### config.mk
export PLATFORM = sky130hd
export DESIGN_NAME = snoop_rx_arbiter
export DESIGN_NICKNAME = d
export VERILOG_FILES = /design/src/rtl/snoop_rx_arbiter.sv
export SDC_FILE = /design/constraint.sdc
export NUM_CORES = 1
export LEC_CHECK = 0
export ABC_CLOCK_PERIOD_IN_PS = 3300
export BUFFER_PORTS_ARGS = -buffer_cell sky130_fd_sc_hd__buf_2
export CORE_MARGIN = 2
export CORE_UTILIZATION = 35
export CTS_BUF_LIST = sky130_fd_sc_hd__clkbuf_4
export CTS_CLUSTER_SIZE = 30
export DETAILED_ROUTE_END_ITERATION = 12
export MAX_ROUTING_LAYER = met4
export SLEW_MARGIN = 20
export SYNTH_ARGS = -nofsm -noshare
export SYNTH_HDL_FRONTEND = slang
export SYNTH_SLANG_ARGS = --single-unit
### constraint.sdc
create_clock -name clk -period 3.3 [get_ports clk]
set_input_delay 0.165 -clock clk [delete_from_list [all_inputs] [get_ports clk]]
set_output_delay 0.165 -clock clk [all_outputs]
set_load 0.005 [all_outputs]
### src/rtl/snoop_rx_arbiter.sv
// Snoop receive endpoint: round-robin arbitration of the crossbar slots that feed this CPU
// into an in-order FIFO toward the cache controller. Each entry carries its source CPU index.
package types;
    localparam int NUM_CPUS = 4;

    typedef struct packed {
        logic [3:0]  op;
        logic [27:0] addr;
    } xbar_msg_t;
endpackage

module snoop_rx_arbiter #(
    parameter int NUM_CPUS = types::NUM_CPUS,
    parameter int CPU_ID   = 0,
    parameter int DEPTH    = 4
) (
    input  logic                                clk,
    input  logic                                rst_n,
    input  logic [NUM_CPUS-2:0]                 in_valid,
    input  types::xbar_msg_t [NUM_CPUS-2:0]     in_msg,
    output logic [NUM_CPUS-2:0]                 in_ready,
    output logic                                out_valid,
    output types::xbar_msg_t                    out_msg,
    output logic [$clog2(NUM_CPUS)-1:0]         out_src,
    input  logic                                out_ready,
    output logic [$clog2(DEPTH):0]              count
);
    localparam int NSLOT = NUM_CPUS - 1;
    localparam int PTR_W = (NSLOT > 1) ? $clog2(NSLOT) : 1;
    localparam int AW    = $clog2(DEPTH);
    localparam int CW    = AW + 1;
    localparam int SW    = $clog2(NUM_CPUS);

    typedef struct packed {
        types::xbar_msg_t msg;
        logic [SW-1:0]    src;
    } entry_t;

    entry_t               mem_q [DEPTH];
    logic [AW-1:0]        head_q, head_d;
    logic [AW-1:0]        tail_q, tail_d;
    logic [CW-1:0]        count_q, count_d;
    logic [PTR_W-1:0]     rr_ptr_q, rr_ptr_d;

    logic [NSLOT-1:0][SW-1:0] slot_src;
    logic                 gnt_vld;
    logic [PTR_W-1:0]     gnt_idx;
    logic                 full;
    logic                 push;
    logic                 pop;
    entry_t               wr_entry;
    int                   scan;

    // The crossbar row omits our own CPU, so slots at or above CPU_ID are shifted by one.
    for (genvar j = 0; j < NSLOT; j++) begin : g_src
        assign slot_src[j] = (j >= CPU_ID) ? SW'(j + 1) : SW'(j);
    end

    always_comb begin
        gnt_vld = 1'b0;
        gnt_idx = '0;
        scan    = 0;
        for (int i = 0; i < NSLOT; i++) begin
            scan = int'(rr_ptr_q) + i;
            if (scan >= NSLOT) scan = scan - NSLOT;
            if (!gnt_vld && in_valid[scan]) begin
                gnt_vld = 1'b1;
                gnt_idx = PTR_W'(scan);
            end
        end
    end

    // No full-bypass: a pop in the same cycle does not open a slot while full.
    assign full      = (count_q == CW'(DEPTH));
    assign push      = gnt_vld && !full && rst_n;
    assign out_valid = (count_q != '0);
    assign pop       = out_valid && out_ready;

    always_comb begin
        in_ready = '0;
        if (push) in_ready[gnt_idx] = 1'b1;
    end

    assign wr_entry.msg = in_msg[gnt_idx];
    assign wr_entry.src = slot_src[gnt_idx];

    always_comb begin
        head_d   = head_q;
        tail_d   = tail_q;
        count_d  = count_q;
        rr_ptr_d = rr_ptr_q;
        if (push) begin
            tail_d   = tail_q + AW'(1);
            rr_ptr_d = (int'(gnt_idx) == NSLOT - 1) ? '0 : gnt_idx + PTR_W'(1);
        end
        if (pop) head_d = head_q + AW'(1);
        if (push && !pop)      count_d = count_q + CW'(1);
        else if (pop && !push) count_d = count_q - CW'(1);
    end

    always_ff @(posedge clk or negedge rst_n) begin
        if (!rst_n) begin
            head_q   <= '0;
            tail_q   <= '0;
            count_q  <= '0;
            rr_ptr_q <= '0;
        end else begin
            head_q   <= head_d;
            tail_q   <= tail_d;
            count_q  <= count_d;
            rr_ptr_q <= rr_ptr_d;
        end
    end

    // Storage is deliberately unreset; out_valid gates its visibility.
    always_ff @(posedge clk) begin
        if (push) mem_q[tail_q] <= wr_entry;
    end

    assign out_msg = mem_q[head_q].msg;
    assign out_src = mem_q[head_q].src;
    assign count   = count_q;

endmodule

==> results_dict.tcl <==
set metrics [dict create \
    crit_fanout 9 \
    antenna_found_initial 0 \
    fmax_mhz 323 \
    syn-cell-area_um2 7190 \
    cts_max_level 4 \
    layout_common_cells "buf_2, edfxtp_1, nand3_1" \
    crit_path_top_delay_cell "dfrtp_1" \
    power_frac_comb_pct 48.8 \
    die_w_um 147 \
    finalHoldViolations 0 \
    p_per_area_nw_per_um2 985 \
    grt_remaining_overflow 0 \
    areaGrowthSynthToFinish_pct 22.6 \
    clk_transition_reported_paths_ns 0.14 \
    drt-vias-per-instance 5.39 \
    grt_pass1_vias 4992 \
    crit_buf_inv 3 \
    initial_core_util_pct 35.7 \
    place.gp.congestion 0.752 \
    io_pins 143 \
    grt_max_degree 36 \
    outcome "complete, no violations" \
    die-area_um2 21700 \
    numCtsBuffers 17 \
    cts_buffer_depth 2 \
    layout_min_cycle_time_ns 3.10 \
    io_buffers 142 \
    met1_length_um 7910 \
    switchingPower_uw 3360 \
    final_nets 782 \
    cap_violations 0 \
    dp_hpwl_um 11800 \
    num_rows 52 \
    setup_viol 0 \
    path_cells "inv_1, ha_2, nand2b_2, or3b_4, nand2_1, a21o_1, inv_1, ha_1, and2_1, buf_2" \
    p_int_uw 5320 \
    wl_per_cell_um 20.1 \
    hold_path_depth 2 \
    clkPwrFrac_pct 12.0 \
    dr.pass1.iters 5 \
    endpoint_kind "output port" \
    post-route-util_pct 43.7 \
    routed.top_layer "met4" \
    startpoint_type "flip-flop" \
    ant_nets 0 \
    critPathMostFrequentCell "inv_1" \
    cts.sinks 145 \
    drive_gt1_share_pct 38.3 \
    yosys_warnings 0 \
    slew_viol_final 0 \
    dr_wl_met2_um 9500 \
    core_um2 20200 \
    worstHoldEndpoint "mem_q[3][24]$_DFFE_PP_" \
    ys_seq_elements 145 \
    rr_worst_depth 8 \
    avgSynthCellArea_um2 14.6 \
    route.detailed.drc 0 \
    synth_nets 607 \
    final_common_cell "buf_2" \
    grt_pass1_wl_um 27900 \
    num_antenna_cells 0 \
    p_seq_share_pct 39.2 \
    clockRootBuffer "clkbuf_4" \
    max_stage_delay_ns 0.44 \
    synth_cell_types 38 \
    vias 5118 \
    drt_iter0_markers 351 \
    path_class "flip-flop to output port" \
    max_slew_margin_pct 30.9 \
    crit_family "simple AND/OR/NAND/NOR gates" \
    rsz0062_at_grt "false" \
    skew_ns 0.0218 \
    min_from "in_msg[54]" \
    min_period_over_period_pct 93.8 \
    worst_pin_slew_ns 1.03 \
    synth_seq_area_share_pct 59.9 \
    grt_util_all_layers_pct 17.7 \
    p_sw_share_pct 38.7 \
    worstHoldPathType "input pin to flip-flop" \
    cp.required_ns 3.13 \
    netlist_instances 491 \
    cp.arrival_ns 2.93 \
    rrSetupSlack_ns 0.29 \
    cts_tree "built" \
    p_leak_uw 0.00335 \
    insertion_delay_ns 0.54 \
    wl_met3_um 1440 \
    peakVddDrop_uv 495 \
    r2r_end "mem_q[0][28]$_DFFE_PP_" \
    setup_tns_ns 0 \
    wirelength_um 19100 \
    die_h_um 147 \
    reg2reg_from "rr_ptr_q[0]$_DFFE_PN0P_" \
]
[per-layer routing]
layer	GRT usage, %	vias to the layer above
met5	-	-
met2	28.8	248
li1	-	2302
met3	4.19	24
met1	22.4	2544
met4	5.05	0
[logic make-up (layout without fill, tap and decap cells)]
logic type,after synthesis,in the layout,share of synthesized area (%)
mux,75,75,16.5
compound gates,74,74,8.00
buf+inv,49,235,3.65
flops,145,145,59.9
fa+ha+maj,14,14,2.54
xor+xnor,6,6,0.731
simple gates,128,130,8.68
[power by group through the flow]
stage	combinational [uW]	clock (uW)	sequential, uW
5_1_grt	4580	1160	3470
4_1_cts	4190	1070	3420
3_3_place_gp	3980	0	3420
6_report	4240	1050	3400
2_1_floorplan	2910	0	3250
3_5_place_dp	4090	0	3460
[through the flow]
stage	hold WS [ns]	area [um2]	setup slack [ns]	std cells	power, uW
5_1_grt	0.0147	8820	0.0208	949	9210
6_report	0.0598	8820	0.203	949	8690
2_1_floorplan	-0.131	7190	0.398	491	6160
4_1_cts	0.00154	8780	0.0332	945	8680
3_3_place_gp	0.0323	8180	0.330	880	7400
3_5_place_dp	0.0365	8180	0.274	880	7550
[sequential cells by signal (all words and copies together) (netlist names)]
register and cells:
count 3, mem_q 136, head_q 2, tail_q 2, rr_ptr_q 2
[cell type report]
| cell class | instances | area, um2 |
|---|---|---|
| Fill cell | 1853 | 11400 |
| Sequential cell | 145 | 4310 |
| Multi-Input combinational cell | 299 | 2680 |
| Timing Repair Buffer | 194 | 1190 |
| Tap cell | 270 | 338 |
| Clock inverter | 15 | 136 |
| Clock buffer | 17 | 128 |
| Inverter | 9 | 33.8 |
[synthesized netlist by cell type]
master,instances,share of area [%]
nand2b_1,1,0.087
mux4_2,34,11
a32o_1,27,3.8
fa_1,1,0.28
o21ai_1,1,0.070
mux2_2,5,0.78
buf_4,1,0.10
o21ai_0,33,2.3
buf_6,8,1.3
o21bai_1,1,0.10
edfxtp_1,136,57
xor2_1,2,0.24
a32o_2,6,0.94
clkbuf_1,16,0.84
buf_2,12,0.84
nor3b_1,1,0.10
a21o_1,2,0.21
and2_2,1,0.10
nor2b_1,3,0.26
and3b_1,1,0.12
nor2_1,5,0.26
mux2_1,1,0.16
nand2_1,38,2.0
a221oi_4,1,0.37
and3_1,1,0.087
or3b_2,1,0.12
dfrtp_1,9,3.1
ha_1,13,2.3
a211o_1,1,0.12
inv_1,9,0.47
xnor2_1,4,0.49
buf_1,3,0.16
nand3_1,66,4.6
a21oi_1,2,0.14
mux2i_1,35,4.9
and2_1,8,0.70
or3_1,1,0.087
nor3b_2,1,0.17
[worst max path at each step]
stage / depth (start not counted) / slack (ns) / startpoint / end
after global placement: 10 / 0.33 / rr_ptr_q[1]$_DFFE_PN0P_ / in_ready[1]
after global routing: 11 / 0.02 / rr_ptr_q[0]$_DFFE_PN0P_ / in_ready[0]
final: 10 / 0.20 / rr_ptr_q[0]$_DFFE_PN0P_ / in_ready[0]
after CTS: 10 / 0.03 / rr_ptr_q[1]$_DFFE_PN0P_ / in_ready[1]
after floorplan: 8 / 0.40 / rr_ptr_q[0]$_DFFE_PN0P_ / mem_q[2][0]$_DFFE_PP_
after detailed placement: 10 / 0.27 / rr_ptr_q[1]$_DFFE_PN0P_ / in_ready[1]
[timing repair]
action	4_1_cts	5_1_grt
setup buffers	1	3
gates cloned	1	1
resized for setup	2	4
endpoints found under the setup margin	3	3
pin swaps	2	0
hold buffers	31	0
hold endpoints to repair	120	0
No activity file was read; power rests on OpenSTA's default activity.
